**src/rtl/tf_gen_ctrl_pkg.sv**
```systemverilog
// Purpose : shared types and default sizing for the twiddle-factor generator sequencer.
// Latency : n/a (definitions only).
// Backpressure : n/a.
package tf_ctrl_pkg;

  // Default sizing of the generator bank.
  localparam int IT_DEPTH  = 3;
  localparam int GROUPS    = 16;
  localparam int MUL_LAT   = 4;
  localparam int D_WIDTH   = 2;  // generator it_depth_cnt port width

  localparam int LAT_CNT_W = $clog2(MUL_LAT + 2);
  localparam int GRP_W     = $clog2(GROUPS);

  // State encoding kept as plain constants so older tools and waveform
  // decoders that expect raw codes keep working.
  typedef logic [2:0] tf_state_e;
  localparam tf_state_e ST_IDLE     = 3'd0;
  localparam tf_state_e ST_LD_CONST = 3'd1;
  localparam tf_state_e ST_LD_BASE  = 3'd2;
  localparam tf_state_e ST_WAIT_REQ = 3'd3;
  localparam tf_state_e ST_READ     = 3'd4;
  localparam tf_state_e ST_WB       = 3'd5;
  localparam tf_state_e ST_FIN      = 3'd6;

endpackage

```
**src/rtl/tf_gen_ctrl_if.sv**
```systemverilog
// Purpose : bundle between the NTT stage controller (master) and the sequencer (slave).
// Latency : n/a (wires only).
// Backpressure : ld_valid/ld_ready for table words, tf_req level held until tf_valid.
// Signals : start, ld_valid, tf_req (master->slave); ld_ready, tf_valid, tf_init_const,
//           tf_init_base, tf_ren, tf_wen, tf_depth_cnt, busy, done (slave->master/generator).
interface tf_gen_ctrl_if
  import tf_ctrl_pkg::*;
#(
  parameter int CNT_W = D_WIDTH
);
  logic             start;
  logic             ld_valid;
  logic             ld_ready;
  logic             tf_req;
  logic             tf_valid;
  logic             tf_init_const;
  logic             tf_init_base;
  logic             tf_ren;
  logic             tf_wen;
  logic [CNT_W-1:0] tf_depth_cnt;
  logic             busy;
  logic             done;

  modport master (
    output start, ld_valid, tf_req,
    input  ld_ready, tf_valid, tf_init_const, tf_init_base, tf_ren, tf_wen,
           tf_depth_cnt, busy, done
  );

  modport slave (
    input  start, ld_valid, tf_req,
    output ld_ready, tf_valid, tf_init_const, tf_init_base, tf_ren, tf_wen,
           tf_depth_cnt, busy, done
  );
endinterface

```
**src/rtl/tf_gen_ctrl_lat_cnt.sv**
```systemverilog
// Purpose : down-counter timing how long operands stay stable for the Barrett multiplier.
// Latency : count visible the cycle after load/decrement.
// Backpressure : none; saturates at zero.
// Ports : clk, rst (sync, active-high), load + load_val, dec, cnt (current value), zero flag.
module tf_lat_cnt
  import tf_ctrl_pkg::*;
#(
  parameter int W = LAT_CNT_W
) (
  input  logic         clk,
  input  logic         rst,
  input  logic         load,
  input  logic [W-1:0] load_val,
  input  logic         dec,
  output logic [W-1:0] cnt,
  output logic         zero
);
  logic [W-1:0] cnt_q, cnt_d;

  always_comb begin
    cnt_d = cnt_q;
    if (load) begin
      cnt_d = load_val;
    end else if (dec && (cnt_q != '0)) begin
      cnt_d = cnt_q - W'(1);
    end
  end

  always_ff @(posedge clk) begin
    if (rst) cnt_q <= '0;
    else     cnt_q <= cnt_d;
  end

  assign cnt  = cnt_q;
  assign zero = (cnt_q == '0);
endmodule

```
**src/rtl/tf_gen_ctrl.sv**
```systemverilog
// Purpose : sequences the twiddle-factor generator: constant load, per-depth base load, then request service.
// Latency : all outputs registered; a command appears the cycle after the handshake that caused it.
// Backpressure : stalls in LD_* while ld_valid low; waits in WAIT_REQ for tf_req; start ignored while busy.
// Ports : clk, rst (sync, active-high); bus (slave modport) carrying start/ld_valid/tf_req in and
//         ld_ready, tf_valid, one-hot generator commands, tf_depth_cnt, busy, done out.
module tf_gen_ctrl
  import tf_ctrl_pkg::*;
#(
  parameter int IT_DEPTH = tf_ctrl_pkg::IT_DEPTH,
  parameter int CNT_W    = D_WIDTH,
  parameter int GROUPS   = tf_ctrl_pkg::GROUPS,
  parameter int MUL_LAT  = tf_ctrl_pkg::MUL_LAT
) (
  input  logic          clk,
  input  logic          rst,
  tf_gen_ctrl_if.slave  bus
);
  localparam int LW = $clog2(MUL_LAT + 2);
  localparam int GW = (GROUPS > 1) ? $clog2(GROUPS) : 1;

  localparam logic [CNT_W-1:0] DEPTH_LAST = CNT_W'(IT_DEPTH - 1);
  localparam logic [GW-1:0]    GRP_LAST   = GW'(GROUPS - 1);
  localparam logic [LW-1:0]    LAT_LOAD   = LW'(MUL_LAT);

  tf_state_e        state_q, state_d;
  logic [CNT_W-1:0] depth_q, depth_d;
  logic [GW-1:0]    group_q, group_d;

  logic             ld_ready_q, ld_ready_d;
  logic             valid_q, valid_d;
  logic             init_const_q, init_const_d;
  logic             init_base_q, init_base_d;
  logic             ren_q, ren_d;
  logic             wen_q, wen_d;
  logic [CNT_W-1:0] depth_out_q, depth_out_d;
  logic             busy_q, busy_d;
  logic             done_q, done_d;

  logic             lat_load, lat_dec, lat_zero;
  logic [LW-1:0]    lat_cnt;

  // READ holds for MUL_LAT+1 cycles: loaded with MUL_LAT, leaves READ on zero.
  tf_lat_cnt #(.W(LW)) u_lat_cnt (
    .clk      (clk),
    .rst      (rst),
    .load     (lat_load),
    .load_val (LAT_LOAD),
    .dec      (lat_dec),
    .cnt      (lat_cnt),
    .zero     (lat_zero)
  );

  always_comb begin
    state_d      = state_q;
    depth_d      = depth_q;
    group_d      = group_q;
    lat_load     = 1'b0;
    lat_dec      = 1'b0;
    init_const_d = 1'b0;
    init_base_d  = 1'b0;
    valid_d      = 1'b0;

    case (state_q)
      ST_IDLE: begin
        if (bus.start) begin
          state_d = ST_LD_CONST;
          depth_d = '0;
          group_d = '0;
        end
      end
      ST_LD_CONST: begin
        if (bus.ld_valid) begin
          init_const_d = 1'b1;
          state_d      = ST_LD_BASE;
        end
      end
      ST_LD_BASE: begin
        if (bus.ld_valid) begin
          init_base_d = 1'b1;
          if (depth_q == DEPTH_LAST) begin
            depth_d = '0;
            state_d = ST_WAIT_REQ;
          end else begin
            depth_d = depth_q + CNT_W'(1);
          end
        end
      end
      ST_WAIT_REQ: begin
        if (bus.tf_req) begin
          state_d  = ST_READ;
          lat_load = 1'b1;
        end
      end
      ST_READ: begin
        // Counter still at its load value only during the first ren cycle,
        // so the registered valid lands one cycle later.
        valid_d = (lat_cnt == LAT_LOAD);
        if (lat_zero) state_d = ST_WB;
        else          lat_dec = 1'b1;
      end
      ST_WB: begin
        if (group_q == GRP_LAST) begin
          group_d = '0;
          if (depth_q == DEPTH_LAST) begin
            depth_d = '0;
            state_d = ST_FIN;
          end else begin
            depth_d = depth_q + CNT_W'(1);
            state_d = ST_WAIT_REQ;
          end
        end else begin
          group_d = group_q + GW'(1);
          state_d = ST_WAIT_REQ;
        end
      end
      ST_FIN: begin
        depth_d = '0;
        state_d = ST_IDLE;
      end
      default: begin
        depth_d = '0;
        group_d = '0;
        state_d = ST_IDLE;
      end
    endcase

    ren_d       = (state_d == ST_READ);
    wen_d       = (state_d == ST_WB);
    ld_ready_d  = (state_d == ST_LD_CONST) || (state_d == ST_LD_BASE);
    busy_d      = (state_d != ST_IDLE);
    done_d      = (state_d == ST_FIN);
    // An init_base must address the row being written, not the incremented depth.
    depth_out_d = init_base_d ? depth_q : depth_d;
  end

  always_ff @(posedge clk) begin
    if (rst) begin
      state_q      <= ST_IDLE;
      depth_q      <= '0;
      group_q      <= '0;
      ld_ready_q   <= 1'b0;
      valid_q      <= 1'b0;
      init_const_q <= 1'b0;
      init_base_q  <= 1'b0;
      ren_q        <= 1'b0;
      wen_q        <= 1'b0;
      depth_out_q  <= '0;
      busy_q       <= 1'b0;
      done_q       <= 1'b0;
    end else begin
      state_q      <= state_d;
      depth_q      <= depth_d;
      group_q      <= group_d;
      ld_ready_q   <= ld_ready_d;
      valid_q      <= valid_d;
      init_const_q <= init_const_d;
      init_base_q  <= init_base_d;
      ren_q        <= ren_d;
      wen_q        <= wen_d;
      depth_out_q  <= depth_out_d;
      busy_q       <= busy_d;
      done_q       <= done_d;
    end
  end

  assign bus.ld_ready      = ld_ready_q;
  assign bus.tf_valid      = valid_q;
  assign bus.tf_init_const = init_const_q;
  assign bus.tf_init_base  = init_base_q;
  assign bus.tf_ren        = ren_q;
  assign bus.tf_wen        = wen_q;
  assign bus.tf_depth_cnt  = depth_out_q;
  assign bus.busy          = busy_q;
  assign bus.done          = done_q;
endmodule

```
**src/flat_wrapper.sv**
```systemverilog
// flat-port wrapper written by rule: the top's interface ports become plain ports
module tf_gen_ctrl_flat import tf_ctrl_pkg::*;
#(
  parameter int IT_DEPTH = tf_ctrl_pkg::IT_DEPTH,
  parameter int CNT_W    = D_WIDTH,
  parameter int GROUPS   = tf_ctrl_pkg::GROUPS,
  parameter int MUL_LAT  = tf_ctrl_pkg::MUL_LAT
)
  (clk, rst, bus_start, bus_ld_valid, bus_tf_req, bus_ld_ready, bus_tf_valid, bus_tf_init_const, bus_tf_init_base, bus_tf_ren, bus_tf_wen, bus_tf_depth_cnt, bus_busy, bus_done);
  tf_gen_ctrl_if #(.CNT_W(CNT_W)) bus_i ();
  input  logic clk;
  input  logic rst;
  input wire logic [$bits(bus_i.start)-1:0] bus_start;
  input wire logic [$bits(bus_i.ld_valid)-1:0] bus_ld_valid;
  input wire logic [$bits(bus_i.tf_req)-1:0] bus_tf_req;
  output wire logic [$bits(bus_i.ld_ready)-1:0] bus_ld_ready;
  output wire logic [$bits(bus_i.tf_valid)-1:0] bus_tf_valid;
  output wire logic [$bits(bus_i.tf_init_const)-1:0] bus_tf_init_const;
  output wire logic [$bits(bus_i.tf_init_base)-1:0] bus_tf_init_base;
  output wire logic [$bits(bus_i.tf_ren)-1:0] bus_tf_ren;
  output wire logic [$bits(bus_i.tf_wen)-1:0] bus_tf_wen;
  output wire logic [$bits(bus_i.tf_depth_cnt)-1:0] bus_tf_depth_cnt;
  output wire logic [$bits(bus_i.busy)-1:0] bus_busy;
  output wire logic [$bits(bus_i.done)-1:0] bus_done;
  assign bus_i.start = bus_start;
  assign bus_i.ld_valid = bus_ld_valid;
  assign bus_i.tf_req = bus_tf_req;
  assign bus_ld_ready = bus_i.ld_ready;
  assign bus_tf_valid = bus_i.tf_valid;
  assign bus_tf_init_const = bus_i.tf_init_const;
  assign bus_tf_init_base = bus_i.tf_init_base;
  assign bus_tf_ren = bus_i.tf_ren;
  assign bus_tf_wen = bus_i.tf_wen;
  assign bus_tf_depth_cnt = bus_i.tf_depth_cnt;
  assign bus_busy = bus_i.busy;
  assign bus_done = bus_i.done;
  tf_gen_ctrl #(.IT_DEPTH(IT_DEPTH), .CNT_W(CNT_W), .GROUPS(GROUPS), .MUL_LAT(MUL_LAT)) u_core (.clk(clk), .rst(rst), .bus(bus_i));
endmodule
```
**config.mk**
```make
export PLATFORM = sky130hd
export DESIGN_NAME = tf_gen_ctrl_flat
export DESIGN_NICKNAME = d
export VERILOG_FILES = /design/src/rtl/tf_gen_ctrl_pkg.sv /design/src/rtl/tf_gen_ctrl_if.sv /design/src/rtl/tf_gen_ctrl_lat_cnt.sv /design/src/rtl/tf_gen_ctrl.sv /design/src/flat_wrapper.sv
export SDC_FILE = /design/constraint.sdc
export NUM_CORES = 1
export LEC_CHECK = 0
export BUFFER_PORTS_ARGS = -buffer_cell sky130_fd_sc_hd__buf_4
export CAP_MARGIN = 25
export CORE_UTILIZATION = 44
export DETAILED_ROUTE_END_ITERATION = 7
export HOLD_SLACK_MARGIN = 0.08
export PLACE_DENSITY = 0.69
export SETUP_SLACK_MARGIN = 0.15
export SLEW_MARGIN = 20
export SYNTH_ARGS = -nofsm -noshare
export SYNTH_HDL_FRONTEND = slang
export SYNTH_SLANG_ARGS = --single-unit
```
**constraint.sdc**
```tcl
create_clock -name clk -period 1.8 [get_ports clk]
set_input_delay 0.18 -clock clk [delete_from_list [all_inputs] [get_ports clk]]
set_output_delay 0.18 -clock clk [all_outputs]
set_load 0.005 [all_outputs]
```
## Word-level counts from Yosys, hierarchy flattened

Cells that the tools add are included.

| word-level totals | value |
|---|---|
| bits in latches | 0 |
| memories kept | 0 |
| memory bits (writable) | 0 |
| input bits | 5 |
| bits in read-only memories | 0 |
| output and inout port bits | 10 |
| bits in registers | 22 |

| cells by class | value |
|---|---|
| add/sub/neg operators | 3 |
| div/mod/pow operators | 0 |
| magnitude comparators | 0 |
| reductions and logical operators | 13 |
| muxes and demuxes | 26 |
| $mul | 0 |
| shifts and indexed selects | 0 |
| bitwise logic cells | 3 |
| equal/unequal tests | 15 |

Operator list:

| operator | number |
|---|---|
| 3-bit 2-to-1 mux | 10 |
| 3-bit == test, second input constant | 7 |
| 3-bit one-hot mux with 6 select lines | 1 |
| 4-bit one-hot mux with 3 select lines | 1 |
| 2-bit 2-to-1 mux | 5 |
| 3-bit by 2-bit == test with 1-bit output, second input constant | 3 |
| 4-bit 2-to-1 mux | 2 |
| 2-bit one-hot mux with 4 select lines | 1 |
| 3-bit by 1-bit == test with 1-bit output, second input constant | 2 |
| 3-bit logical NOT | 2 |
| 1-bit 2-to-1 mux | 6 |
| 3-bit nonzero test | 2 |
| 2-bit OR reduction | 3 |
| 5-bit OR reduction | 1 |
| 4-bit by 1-bit adder with 4-bit output, second input constant | 1 |
| 4-bit == test, second input constant | 1 |
| 1-bit inverter | 3 |
| 3-bit OR reduction | 1 |
| 3-bit by 1-bit subtractor with 3-bit output, second input constant | 1 |
| 2-bit by 1-bit adder with 2-bit output, second input constant | 1 |
| 2-bit == test, second input constant | 1 |
| 2-bit != test, second input constant | 1 |
| 2-bit AND reduction | 1 |
| 2-bit nonzero test | 1 |
| other kinds (2) | 2 |

## Longest topological paths before layout

| depth | value |
|---|---|
| depth in word-level cells | 6 |
| depth in mapped cells | 6 |

## Hierarchy

Synthesis repeated with hierarchy kept, for this count alone.

| second synthesis, totals | value |
|---|---|
| cell total of the unflattened synthesis | 122 |
| area, all modules | 1101.1 um^2 |

By module, submodules not included:

| module | area an instance (um^2) | times used | cells each |
|---|---|---|---|
| tf_gen_ctrl | 918.4 | 1 | 101 |
| tf_lat_cnt | 182.7 | 1 | 21 |

## Worst setup path before layout

No wires, ideal clock.

| timing | value |
|---|---|
| kind | register to register |
| start point | register u_core.group_q[0] |
| end point | register u_core.depth_q[0] |
| setup time | 0.070 ns |
| clock period less this slack | 1.505 ns |
| cell stages (with the launch flop) | 7 |
| path slack | 0.295 ns |
| arrival time | 1.435 ns |
| cells stage by stage | dfxtp_1 > ha_1 > and3_1 > buf_2 > a31o_1 > or3b_1 > a21oi_1 |

| on the way | value |
|---|---|
| cells in the longest elaborated chain, start to end | 3 |

Ends and longest elaborated chain:

| what | RTL line | text |
|---|---|---|
| from (decl) | tf_gen_ctrl.sv:27 | `logic [GW-1:0] group_q, group_d;` |
| from (signal assigned) | tf_gen_ctrl.sv:153 | `group_q <= group_d;` |
| 4-bit == test | tf_gen_ctrl.sv:102 | `if (group_q == GRP_LAST) begin` |
| 2-bit 2-to-1 mux | tf_gen_ctrl.sv:102 |  |
| 2-bit one-hot mux with 4 select lines | tf_gen_ctrl.sv:63 | `case (state_q)` |
| to (signal assigned) | tf_gen_ctrl.sv:152 | `depth_q <= depth_d;` |
| to (decl) | tf_gen_ctrl.sv:26 | `logic [CNT_W-1:0] depth_q, depth_d;` |

Every way passes these cells.
A chain may end at the register's enable or synchronous reset.

## Worst setup path after layout

| timing | value |
|---|---|
| start point | register u_core.group_q[0] |
| end point | register u_core.done_q (netlist: u_core.bus.done) |

| on the way | value |
|---|---|
| cells in the longest elaborated chain, start to end | 4 |

Ends and longest elaborated chain:

| what | RTL line | text |
|---|---|---|
| 4-bit == test | tf_gen_ctrl.sv:102 |  |
| 3-bit 2-to-1 mux | tf_gen_ctrl.sv:102 |  |
| 3-bit one-hot mux with 6 select lines | tf_gen_ctrl.sv:63 |  |
| 3-bit == test | tf_gen_ctrl.sv:131 | `done_d = (state_d == ST_FIN);` |
| to (signal assigned) | tf_gen_ctrl.sv:162 | `done_q <= done_d;` |
| to (decl) | tf_gen_ctrl.sv:37 | `logic done_q, done_d;` |

Every way passes these cells.

==> out/qor.yml <==
clock_skew_ns: 0.000600
start_kind: "flop"
layout_common_cells: "21 x buf_4, 18 x dfxtp_1, 10 x nor2_1"
synthesis.nets: 126
reg2reg_to: "u_core.bus.done"
whs_path_depth: 2
maxSlewViolCount: 0
crit_end: "u_core.bus.done"
ant_nets: 0
status: "finished clean"
ys_ff_latch: 22
rows: 17
fin_nets: 146
drv_cap: 0
htree_levels: 1
synth.avg_cell_area_um2: 9.15
ios: 15
p_leak_nw: 0.540
synth_area_um2: 1080
drt_iter0_drc: 19
crit_type: "flop to flop"
rsz0062_at_grt: "true"
r2r_cells: 5
finalSetupTns_ns: 0
ys.warnings.count: 0
wl_per_cell_um: 13.3
root_buffer: "clkbuf_4"
die_h_um: 51.5
async_reset_ff_share_pct: 0
yosysSeqAreaShare_pct: 40.8
cp.arrival_ns: 1.81
syn_inst: 118
portBuffers: 14
cts_setup_buffers: 0
fin_area_um2: 1300
report.final.setup_viol: 0
start_util_pct: 47.9
grt_usage_pct: 19.2
cts_tree: "yes"
critPathRequiredTime_ns: 2.01
hp-class: "input port to flop"
critPathCaptureType: "flop"
layout_commonest_cell: "buf_4"
peakVddDrop_uv: 606
via_per_inst: 5.63
dieArea_um2: 2660
fillCellCount: 208
fin_crit_sh_pct: 88.6
num_antenna_cells: 0
clk_path_buf_depth: 2
core_um2: 2250
antenna_found_initial: 0
place_area_um2: 1240
vias: 929
synth_edf_count: 0
powerDensity_nw_per_um2: 698
clock.fmax_mhz: 627
finalCriticalPeriod_ns: 1.59
layout-drive-gt1-share_pct: 27.0
drt-total-wl_um: 2200
die_x_um: 51.5
slew_headroom_pct: 76.6
cts.reportedPaths.clkPinSlew_ns: 0.12
place.gp.congestion: 0.782
grt_pass1_vias: 858
hold_viol: 0
cts_num_sinks: 22
whs_ns: 0.152
synth_flop_cell: "dfxtp_1"
place_ws_ns: 0.152
dpl.hpwl_um: 1580
worst_pin_slew_ns: 0.350
grt_pass1_wl_um: 3740
numCtsBuffers: 3
syn2layout_area_growth_pct: 20.6
reg2reg_slack_ns: 0.21
insertion_delay_ns: 0.30
finalPower_mw: 0.909
grt_max_degree: 17
drt_pass1_iterations: 4
post-route-drc-count: 0
worstReg2RegStart: "u_core.group_q[0]"
yosysUniqueCellTypes: 35
cp-startpoint: "u_core.group_q[0]"
cp_max_fo: 7
overflow: 0
setup_slack_ns: 0.205
routing by layer:
layer | up-vias | routed length, um | GRT usage [%]
li1 | 464 | - | -
met1 | 437 | 1010 | 23.6
met2 | 24 | 1060 | 31.4
met3 | 4 | 92 | 6.14
met4 | 0 | 38 | 6.76
met5 | - | 0 | 0
metrics by stage:
step	utilization, %	instances
finish	57.8	165
global route	57.8	165
CTS	56.8	165
detailed placement	55.2	161
global placement	55.2	161
floorplan	-	118
worst max-delay path, stage by stage (launching register included):
cell     delay (ns)
dfxtp_2        0.35
ha_1           0.23
and3_4         0.22
a31oi_1        0.32
a21oi_1        0.17
and3_1         0.21
flip-flops by register name (all words and copies together), names as in the netlist:
| signal | cells |
|---|---|
| u_core.u_lat_cnt.cnt | 3 |
| u_core.bus.tf_init_const | 1 |
| u_core.bus.busy | 1 |
| u_core.bus.tf_depth_cnt | 2 |
| u_core.group_q | 4 |
| u_core.bus.done | 1 |
| u_core.bus.tf_init_base | 1 |
| u_core.bus.tf_wen | 1 |
| u_core.bus.ld_ready | 1 |
| u_core.bus.tf_valid | 1 |
| u_core.bus.tf_ren | 1 |
| u_core.depth_q | 2 |
| u_core.state_q | 3 |
cell families (layout without fill, tap and decap cells):
kind of cell,Yosys count,in the layout,share of synthesized area (%)
fa+ha+maj,3,3,3.48
mux,5,5,4.75
buf+inv,9,28,3.71
flops,22,22,40.8
simple gates,50,50,28.6
compound gates,27,27,17.0
xor+xnor,2,2,1.62
cell usage after synthesis (2+ instances only):
| cell | count | share of area (%) |
|---|---|---|
| a211oi_1 | 2 | 1.4 |
| a21o_1 | 4 | 2.8 |
| a21oi_1 | 9 | 4.2 |
| a22oi_1 | 2 | 1.4 |
| a31oi_1 | 4 | 2.3 |
| and3_1 | 3 | 1.7 |
| buf_2 | 5 | 2.3 |
| dfxtp_1 | 22 | 41 |
| ha_1 | 3 | 3.5 |
| inv_1 | 3 | 1.0 |
| mux2i_1 | 4 | 3.7 |
| nand2_1 | 2 | 0.70 |
| nand2b_1 | 3 | 1.7 |
| nand3_1 | 6 | 2.8 |
| nand3b_1 | 4 | 2.8 |
| nor2_1 | 10 | 3.5 |
| nor2b_1 | 6 | 3.5 |
| nor3_1 | 2 | 0.93 |
| nor3b_1 | 4 | 2.8 |
| o21ai_0 | 3 | 1.4 |
| or3b_1 | 2 | 1.6 |
| xnor2_1 | 2 | 1.6 |
where the power goes:
| group | internal (mW) | switching [mW] | total (mW) | leakage [nW] |
|---|---|---|---|---|
| Sequential | 0.500 | 0.0110 | 0.511 | 0.181 |
| Combinational | 0.0646 | 0.0655 | 0.130 | 0.338 |
| Clock | 0.123 | 0.144 | 0.267 | 0.0210 |
worst min-delay path by stage:
stage	startpoint	endpoint	slack [ns]
6_report	rst	u_core.state_q[1]	0.15
3_5_place_dp	rst	u_core.group_q[2]	0.48
5_1_grt	rst	u_core.state_q[1]	0.15
2_1_floorplan	rst	u_core.bus.tf_init_base	0.26
4_1_cts	rst	u_core.group_q[2]	0.14
3_3_place_gp	u_core.group_q[3]	u_core.group_q[3]	0.47
cell type report:
type                       instances  area [um^2]  area share, %
sequential                        22          448           34.4
multi-input combinational         87          614           47.2
timing repair buffer              21          158           12.1
clock buffer                       4         36.3           2.79
tap                               28         35.0           2.69
inverter                           3         11.3          0.865
timing repair:
item / CTS / global route
resized for setup: 1 / 9
hold buffers: 0 / 0
setup endpoints to repair: 5 / 6
pin swaps: 1 / 2
endpoints found under the hold margin: 0 / 0
gates cloned: 0 / 0
(Power assumes the default switching activity.)
